`src/rtl/usb_rx_txn_ctrl.sv`:
```
// USB OUT-transaction receive controller: data toggle, ACK/NAK handshake.
// Optional WAIT_DATA timeout enabled by defining USB_RX_TIMEOUT_EN.
module usb_rx_txn_ctrl (
  input  logic       clk,
  input  logic       n_rst,
  input  logic [3:0] rx_pid,
  input  logic       rx_pid_valid,
  input  logic       rx_done,
  input  logic       rx_error,
  input  logic       host_ack,
  input  logic       clear_toggle,
  input  logic       tx_done,
  output logic       tx_start,
  output logic [3:0] tx_pid,
  output logic       clear_buffer,
  output logic       rx_data_ready,
  output logic       timeout_err
);

  localparam logic [3:0] PID_OUT   = 4'b0001;
  localparam logic [3:0] PID_DATA0 = 4'b0011;
  localparam logic [3:0] PID_DATA1 = 4'b1011;
  localparam logic [3:0] PID_ACK   = 4'b0010;
  localparam logic [3:0] PID_NAK   = 4'b1010;

  typedef enum logic [2:0] {
    IDLE,
    WAIT_DATA,
    WAIT_DONE,
    RESP,
    WAIT_TX,
    FLUSH
  } state_t;

  state_t     state;
  state_t     state_nxt;
  logic       toggle;
  logic       toggle_match;
  logic       match_nxt;
  logic       rdy_set;
  logic       flip;
  logic [3:0] resp_pid;
  logic [3:0] pid_q;
  logic       is_data;
  logic       tmo;

  assign is_data = (rx_pid == PID_DATA0) || (rx_pid == PID_DATA1);

`ifdef USB_RX_TIMEOUT_EN
  logic [7:0] tmo_cnt;

  // Held at zero outside WAIT_DATA, so it starts from 0 on every entry.
  always_ff @(posedge clk or negedge n_rst) begin
    if (!n_rst)
      tmo_cnt <= 8'd0;
    else if (state != WAIT_DATA)
      tmo_cnt <= 8'd0;
    else
      tmo_cnt <= tmo_cnt + 8'd1;
  end

  assign tmo = (state == WAIT_DATA) && (tmo_cnt == 8'hff);
`else
  assign tmo = 1'b0;
`endif

  always_comb begin
    state_nxt    = state;
    match_nxt    = toggle_match;
    tx_start     = 1'b0;
    clear_buffer = 1'b0;
    timeout_err  = 1'b0;
    rdy_set      = 1'b0;
    flip         = 1'b0;
    resp_pid     = PID_ACK;
    unique case (state)
      IDLE: begin
        if (rx_pid_valid && rx_pid == PID_OUT)
          state_nxt = WAIT_DATA;
      end
      WAIT_DATA: begin
        if (rx_pid_valid) begin
          if (is_data) begin
            state_nxt = WAIT_DONE;
            match_nxt = (rx_pid[3] == toggle);
          end else begin
            state_nxt = FLUSH;
          end
        end else if (rx_error) begin
          state_nxt = FLUSH;
        end else if (tmo) begin
          state_nxt   = IDLE;
          timeout_err = 1'b1;
        end
      end
      WAIT_DONE: begin
        if (rx_error)
          state_nxt = FLUSH;
        else if (rx_done)
          state_nxt = RESP;
      end
      RESP: begin
        tx_start  = 1'b1;
        state_nxt = WAIT_TX;
        if (rx_data_ready) begin
          resp_pid     = PID_NAK;
          clear_buffer = 1'b1;
        end else if (!toggle_match) begin
          clear_buffer = 1'b1;
        end else begin
          rdy_set = 1'b1;
          flip    = 1'b1;
        end
      end
      WAIT_TX: begin
        if (tx_done)
          state_nxt = IDLE;
      end
      FLUSH: begin
        clear_buffer = 1'b1;
        state_nxt    = IDLE;
      end
      default: state_nxt = IDLE;
    endcase
  end

  always_ff @(posedge clk or negedge n_rst) begin
    if (!n_rst) begin
      state         <= IDLE;
      toggle        <= 1'b0;
      toggle_match  <= 1'b0;
      rx_data_ready <= 1'b0;
      pid_q         <= 4'b0000;
    end else begin
      state        <= state_nxt;
      toggle_match <= match_nxt;
      if (rdy_set)
        rx_data_ready <= 1'b1;
      else if (host_ack)
        rx_data_ready <= 1'b0;
      if (clear_toggle)
        toggle <= 1'b0;
      else if (flip)
        toggle <= ~toggle;
      if (state == RESP)
        pid_q <= resp_pid;
    end
  end

  // Present the PID in the tx_start cycle, then hold it through WAIT_TX.
  assign tx_pid = (state == RESP) ? resp_pid : pid_q;

endmodule

```
`config.mk`:
```
export PLATFORM = sky130hd
export DESIGN_NAME = usb_rx_txn_ctrl
export DESIGN_NICKNAME = d
export VERILOG_FILES = /design/src/rtl/usb_rx_txn_ctrl.sv
export SDC_FILE = /design/constraint.sdc
export NUM_CORES = 1
export LEC_CHECK = 0
export BUFFER_PORTS_ARGS = -buffer_cell sky130_fd_sc_hd__buf_2
export CAP_MARGIN = 20
export CORE_AREA = 10 10 47 49
export CTS_CLUSTER_DIAMETER = 30
export DETAILED_ROUTE_END_ITERATION = 12
export DIE_AREA = 0 0 57 59
export GPL_TIMING_DRIVEN = 0
export MAX_ROUTING_LAYER = met4
export PLACE_DENSITY = 0.78
export RECOVER_POWER = 25
export SLEW_MARGIN = 20
export SYNTH_ARGS = -nofsm -noshare
export SYNTH_HDL_FRONTEND = slang
export SYNTH_SLANG_ARGS = --single-unit
```
`constraint.sdc`:
```
create_clock -name clk -period 1.6 [get_ports clk]
set_input_delay 0.32 -clock clk [delete_from_list [all_inputs] [get_ports clk]]
set_output_delay 0.32 -clock clk [all_outputs]
set_load 0.01 [all_outputs]
```
# Word level (Yosys, flattened, before mapping)
# Cells that the tools add are included.
[classes] eq_ne=13 muxes=21 bitwise_logic=1 n_reduce_logical=7
[ops] op="3-bit 2-to-1 mux" n=7
[ops] op="3-bit case mux with 5 select lines" n=1
[ops] op="1-bit 2-to-1 mux" n=10
[ops] op="4-bit 2-to-1 mux" n=2
[ops] op="3-bit by 2-bit equality test with 1-bit output (second input constant)" n=2
[ops] op="3-bit equality test (second input constant)" n=2
[ops] op="3-bit inequality test (second input constant)" n=2
[ops] op="4-bit by 1-bit equality test with 1-bit output (second input constant)" n=1
[ops] op="4-bit by 2-bit equality test with 1-bit output (second input constant)" n=1
[ops] op="4-bit equality test (second input constant)" n=1
[ops] op="2-bit inequality test (second input constant)" n=2
[ops] op="4-bit AND reduction" n=1
[ops] op="2-bit nonzero test" n=2
[ops] op="3-bit by 1-bit equality test with 1-bit output (second input constant)" n=1
[ops] op="3-bit zero test" n=1
[ops] op="3-bit AND reduction" n=1
[ops] op="1-bit case mux with 2 select lines" n=1
[ops] op="1-bit equality test" n=1
[ops] op="1-bit logical AND" n=1
[ops] op="1-bit logical OR" n=1
[ops] op="1-bit NOT" n=1
[word_totals] ff_bits=10 input_bits=12 output_inout_bits=8 wordCells=47

# Depth between registers and ports, before layout
# Gate-level depths: netlist of the first run.
[depth] ltp_word=5 depth_mapped=4 mapped_depth_nobuf=3

# Worst setup path before layout of the first run
# Ideal clock, no wire load.
[synth_timing] kind="reg-to-output" startpoint="register state[2]" endpoint="output tx_pid[3]" arrival_ns=0.984 t_required_ns=1.280 path_slack_ns=0.296 stages_incl_launch_ff=4 n_path_buf=1 path_cell_list="dfrtp_1 > buf_6 > nand3b_4 > o21ai_0"
[synth_between] elab_chain_cells=2
[synth_lines] item="start, declared" line="35" rtl="state_t state;"
[synth_lines] item="start signal, assigned" line="135" rtl="state <= state_nxt;"
[synth_lines] item="3-bit by 2-bit equality test with 1-bit output" line="76, 151"
[synth_lines] item="4-bit 2-to-1 mux"
[synth_lines] item="end, declared" line="14" rtl="output logic [3:0] tx_pid,"
# No other way between the ends.

# Worst setup path after layout of the first run
[layout_timing] startpoint="register state[1]" endpoint="output tx_pid[1]"
# The elaborated chain is that of the path after synthesis.

==> impl_metrics.ini, run 1 <==
[outcome]
status = finished, final reports clean

[die]
die_area_sq_um = 3363
die_h_um = 59
fp-row-count = 14
core_area_sq_um = 1401
pin_count = 20
fp.dieW_um = 57
start_util = 0.3982

[pwr]
peakVddDrop_mv = 0.6212
power_density_nw_per_um2 = 1247
total_leakage_power_nw = 0.4402

[critical_path]
cp.arrival_ns = 1.24
start_kind = flop
slowest_stage = dfrtp_1
crit_cells = 4
crit_buf_inv = 2
crit_chain = buf_6 -> nand3b_4 -> or2b_1 -> buf_2
ff2ff_path_depth = 6
criticalPathCategory = reg -> out
required_ns = 1.28
slowest_delay_ns = 0.38
path_max_fanout = 7
cp_top_family = flip-flops
end_kind = primary output

[sta]
setup_viol = 0
finalCriticalPeriod_ns = 1.561
slew_headroom = 0.6513
slew_violations = 0
worst_pin_slew_ns = 0.5230
whs_ns = 0.2064
rsz0062_at_grt = true
finalClockSkew_ns = 0.0001861
hold_viol_final = 0
fmax_mhz = 640.5
post-route-period-util = 0.9759

[detailed_routing]
routed_wl_um = 1308
wl_per_cell_um = 12.58
vias = 522
initialDrtViolationCount = 5
ant_nets = 0
viasPerCell = 5.019
drc_errors = 0
drtPass1Iterations = 4

[yosys]
synth_seq_area_share = 0.4484
synth-compound-area-share = 0.1547
ys_ff_latch = 10
syn-num-nets = 67
synth_xor_area_frac = 0.01570
muxShareOfSynthArea = 0.02018
synth_area_sq_um = 558.0
yosys.area.top_type = dfrtp_1
ys_warn_count = 0
yosysTopAreaCellShare = 0.4484
synth.distinct_cells = 28
avgSynthCellArea_sq_um = 10.15
synth_area_leaders = dfrtp_1, buf_4, nand3b_1, o21a_1, nand3b_4
synth_fa_ha_area_frac = 0
synth-simple-area-share = 0.2735
synth_top_family_by_area = simple AND/OR/NAND/NOR gates
synthCells = 55

[global_route]
antenna_found_initial = 0
track_usage = 0.08004
grt_pass1_wl_um = 2145
grt_max_degree = 11
grt_pass1_vias = 504
grt_overflow = 0

[cells_and_area]
multi_input_comb_area_sq_um = 272.8
final_common_cell = buf_2
final_cell_area_sq_um = 799.5
drive_above_1_share = 0.4659
fillers = 126
n_antenna_cell = 0
area_growth_pct = 43.27
nets = 102
most-common-layout-cells = buf_2, buf_4, dfrtp_1
seqCellArea_sq_um = 250.2

[place]
gp_congestion = 0.7699
buffer_ports.inserted = 18
place_area_sq_um = 668.1
place_hpwl_um = 1005

[job]
drv_cap = 0

[clocking]
clk_path_buf_depth = 2
clock_latency_ns = 0.25
cts_tree = done
clockRootBuffer = clkbuf_4
htreeDepth = 1
cts.sinks = 10
numCtsBuffers = 3
clkTransAtPathRegs_ns = 0.06

[min_path]
worstHoldPathType = in -> reg
hold_depth = 2
==> repair_timing <==
action,in CTS,in global routing
resized for setup,2,5
pin swaps,0,4
hold endpoints to repair,10,0
hold buffers,1,0
setup buffers,2,9
gates cloned,0,0
endpoints found under the setup margin,5,5
==> synth_stat cells, drive strengths merged <==
cell,n
dfrtp,10
conb,1
o22ai,1
or2b,2
mux2,1
nor3b,2
and4b,1
a21oi,2
nand3b,4
xnor2,1
nor2b,1
o21ai,3
a22oi,1
inv,3
and3b,1
buf,4
and2,2
o31ai,1
o21a,3
or3,1
nand2b,1
o32ai,1
a2bb2oi,1
nand2,2
nor2,4
nor3,1
==> where the power goes <==
part           switching, mW  internal, mW  total (mW)
Sequential            0.0203         0.304       0.325
Combinational          0.214         0.299       0.513
Clock                 0.0729        0.0862       0.159
==> through the flow <==
| stage | setup WS, ns | util | setup TNS, ns | power (mW) | cells |
|---|---|---|---|---|---|
| final | 0.03860 | 0.5705 | 0 | 0.9968 | 104 |
| after global routing | -0.02795 | 0.5705 | -0.07266 | 1.072 | 104 |
| after CTS | -0.02008 | 0.5134 | -0.03771 | 0.8787 | 95 |
| after detailed placement | 0.2032 | 0.4768 | 0 | 0.6907 | 89 |
| after global placement | 0.2391 | 0.4768 | 0 | 0.6772 | 89 |
| after floorplan | 0.2962 | - | 0 | 0.6009 | 55 |
==> state kept, by name, indices dropped and copies added, names as in the netlist <==
name           count
pid_q              4
state              3
rx_data_ready      1
toggle             1
toggle_match       1
==> metal layers <==
layer	up-vias	track usage	part of all wire
met5	-	-	0
met4	0	0.04027	0.0031
met3	2	0.02790	0.060
met2	21	0.1194	0.47
met1	241	0.09325	0.46
li1	258	-	-
==> kinds of logic (layout without fill, tap and decap cells) <==
| logic type | after synthesis | after routing |
|---|---|---|
| xor+xnor | 1 | 1 |
| compound gates | 13 | 13 |
| flops | 10 | 10 |
| simple gates | 22 | 22 |
| other cells | 1 | 1 |
| buf+inv | 7 | 40 |
| mux | 1 | 1 |
==> cell type report <==
cell class,instances,area share
multi-input cells,38,0.3412
flip-flops and latches,10,0.3130
repair buffers,30,0.2269
plain buffers,4,0.05164
clock buffers,3,0.02817
well taps,16,0.02504
inverters,3,0.01408
==> final timing paths <==
kind	from	endpoint	slack [ns]
worst max register to register	state[1]	toggle_match	0.11
worst max-delay path	state[1]	tx_pid[1]	0.04
max in group asynchronous	n_rst	state[1]	0.70
worst min register to register	pid_q[3]	pid_q[3]	0.47
min in group asynchronous	n_rst	pid_q[3]	0.55
worst min-delay path	clear_toggle	toggle	0.21
Power figures use the tool's default switching activity.
==> run 2: changes to the inputs <==
--- a/config.mk
+++ b/config.mk
@@ -5,6 +5,7 @@
 export SDC_FILE = /design/constraint.sdc
 export NUM_CORES = 1
 export LEC_CHECK = 0
+export ABC_AREA = 1
 export BUFFER_PORTS_ARGS = -buffer_cell sky130_fd_sc_hd__buf_2
 export CAP_MARGIN = 20
 export CORE_AREA = 10 10 47 49
@@ -13,8 +14,9 @@
 export DIE_AREA = 0 0 57 59
 export GPL_TIMING_DRIVEN = 0
 export MAX_ROUTING_LAYER = met4
-export PLACE_DENSITY = 0.78
+export PLACE_DENSITY = 0.8
 export RECOVER_POWER = 25
+export REMOVE_ABC_BUFFERS = 1
 export SLEW_MARGIN = 20
 export SYNTH_ARGS = -nofsm -noshare
 export SYNTH_HDL_FRONTEND = slang
==> impl_metrics.ini, run 2 <==
[critical_path]
crit_chain = nand2_2 -> nor2_8 -> nor2_2 -> a21oi_2 -> buf_2
start_kind = flop
criticalPathCategory = reg -> out
slowest_stage = dfrtp_1
path_max_fanout = 5
slowest_delay_ns = 0.38
end_kind = primary output
cp.arrival_ns = 1.24
required_ns = 1.28

[sta]
setup_viol = 0
hold_viol_final = 0
rsz0062_at_grt = true
fmax_mhz = 640.5
slew_violations = 0
slew_headroom = 0.6429
post-route-period-util = 0.9759
finalCriticalPeriod_ns = 1.561
finalClockSkew_ns = 0.0007746
worst_pin_slew_ns = 0.5356

[detailed_routing]
vias = 531
initialDrtViolationCount = 5
ant_nets = 0
drc_errors = 0
routed_wl_um = 1307
drtPass1Iterations = 4
viasPerCell = 4.462
wl_per_cell_um = 10.98

[yosys]
synthFlopType = dfrtp_1
ys_ff_latch = 10
yosys-top-cells-count = inv_1, nand2_1, nor2_1, dfrtp_1
synthCells = 77
synth-edff-count = 0
yosys.area.top_type = dfrtp_1
synth_area_leaders = dfrtp_1, inv_1, nand2_1, nor2_1, nand3_1
synthArstFlopShare = 1.000
synth.distinct_cells = 17
avgSynthCellArea_sq_um = 7.507
synth_area_sq_um = 578.1
ys_warn_count = 0
yosysTopAreaCellShare = 0.4329
synth_seq_area_share = 0.4329

[pwr]
peakVddDrop_mv = 0.6909
power_density_nw_per_um2 = 1291
total_leakage_power_nw = 0.4453
power.total_mw = 1.008

[die]
die_h_um = 59
die_area_sq_um = 3363
fp-row-count = 14
core_area_sq_um = 1401
start_util = 0.4125
pin_count = 20
fp.dieW_um = 57

[global_route]
grt_pass1_wl_um = 2242
grt_pass1_vias = 547
grt_overflow = 0
grt_max_degree = 11
antenna_found_initial = 0
track_usage = 0.08397

[job]
drv_cap = 0

[place]
buffer_ports.inserted = 18
place_area_sq_um = 673.1
gp_congestion = 0.8659
placed_cells = 109
place_hpwl_um = 963.6

[cells_and_area]
final_cell_area_sq_um = 780.7
most-common-layout-cells = buf_2, inv_1, nand2_1
area_growth_pct = 35.07
nets = 116
layoutNonFillerInstCount = 119
drive_above_1_share = 0.3592
final_common_cell = buf_2
top_regs = pid_q (4), state (3)
n_antenna_cell = 0
regMostFlops = pid_q
fillers = 125
largest_register_ffs = 4

[outcome]
status = finished, final reports clean

[min_path]
worstHoldPathType = in -> reg

[clocking]
clockRootBuffer = clkbuf_4
clkTransAtPathRegs_ns = 0.07
clk_path_buf_depth = 2
clock_latency_ns = 0.28
htreeDepth = 1
numCtsBuffers = 3
cts.sinks = 10
cts_tree = done
## run 2: cell type report
class	count	area, sq um	area share
Inverter	15	56.30	0.07212
Clock buffer	4	36.28	0.04647
Timing Repair Buffer	24	146.4	0.1875
Multi-Input combinational cell	50	270.3	0.3462
Tap cell	16	20.02	0.02564
Sequential cell	10	251.5	0.3221
## run 2: cells by family (layout without fill, tap and decap cells)
family / Yosys count / count (layout) / share of synthesized area
AOI/OAI and AO/OA: 7 / 7 / 0.06492
xor gates and xnor gates: 1 / 1 / 0.01515
buffers and inverters: 17 / 43 / 0.1234
DFF: 10 / 10 / 0.4329
other: 1 / 1 / 0.006487
and+or+nand+nor: 41 / 41 / 0.3571
## run 2: where the power goes
part,internal [mW],switching (mW)
clock,0.139,0.101
sequential,0.316,0.0563
combinational,0.185,0.211
## run 2: timing repair
action,4_1_cts,5_1_grt
endpoints found under the hold margin,10,0
hold buffers,1,0
buffers inserted,5,0
setup endpoints to repair,3,5
pin swaps,1,1
gates resized for setup,1,9
## run 2: stage by stage
stage / TNS [ns] / utilization / hold WS (ns) / setup WS [ns]
2_1_floorplan: 0 / - / 0.02441 / 0.3111
3_3_place_gp: 0 / 0.4804 / 0.1819 / 0.1944
3_5_place_dp: 0 / 0.4804 / 0.1895 / 0.1869
4_1_cts: -0.003390 / 0.5411 / 0.2190 / -0.003390
5_1_grt: -0.04415 / 0.5571 / 0.2153 / -0.01804
6_report: 0 / 0.5571 / 0.2143 / 0.03862
## run 2: worst paths after layout
kind | to | slack [ns] | cells past startpoint | start
setup / recovery | tx_pid[3] | 0.04 | 5 | state[1]
setup reg to reg | state[0] | 0.24 | 8 | state[2]
hold reg to reg | pid_q[1] | 0.48 | 1 | pid_q[1]
hold / removal | rx_data_ready | 0.21 | 2 | host_ack
min in group asynchronous | pid_q[0] | 0.52 | 2 | n_rst
max in group asynchronous | state[2] | 0.69 | 2 | n_rst
## run 2: per-layer routing
layer	vias to the layer above	global-route usage	wire, um
met5	-	-	0
met4	0	0.05705	19
met3	2	0.02146	24
met2	12	0.1240	677
met1	235	0.09759	585
li1	282	-	-
## run 2: worst max-delay path, delay by kind of cell (launching register included)
family / cells / cell delay (ns)
DFF: 1 / 0.38
buffers and inverters: 1 / 0.15
AOI/OAI and AO/OA: 1 / 0.12
and+or+nand+nor: 3 / 0.31
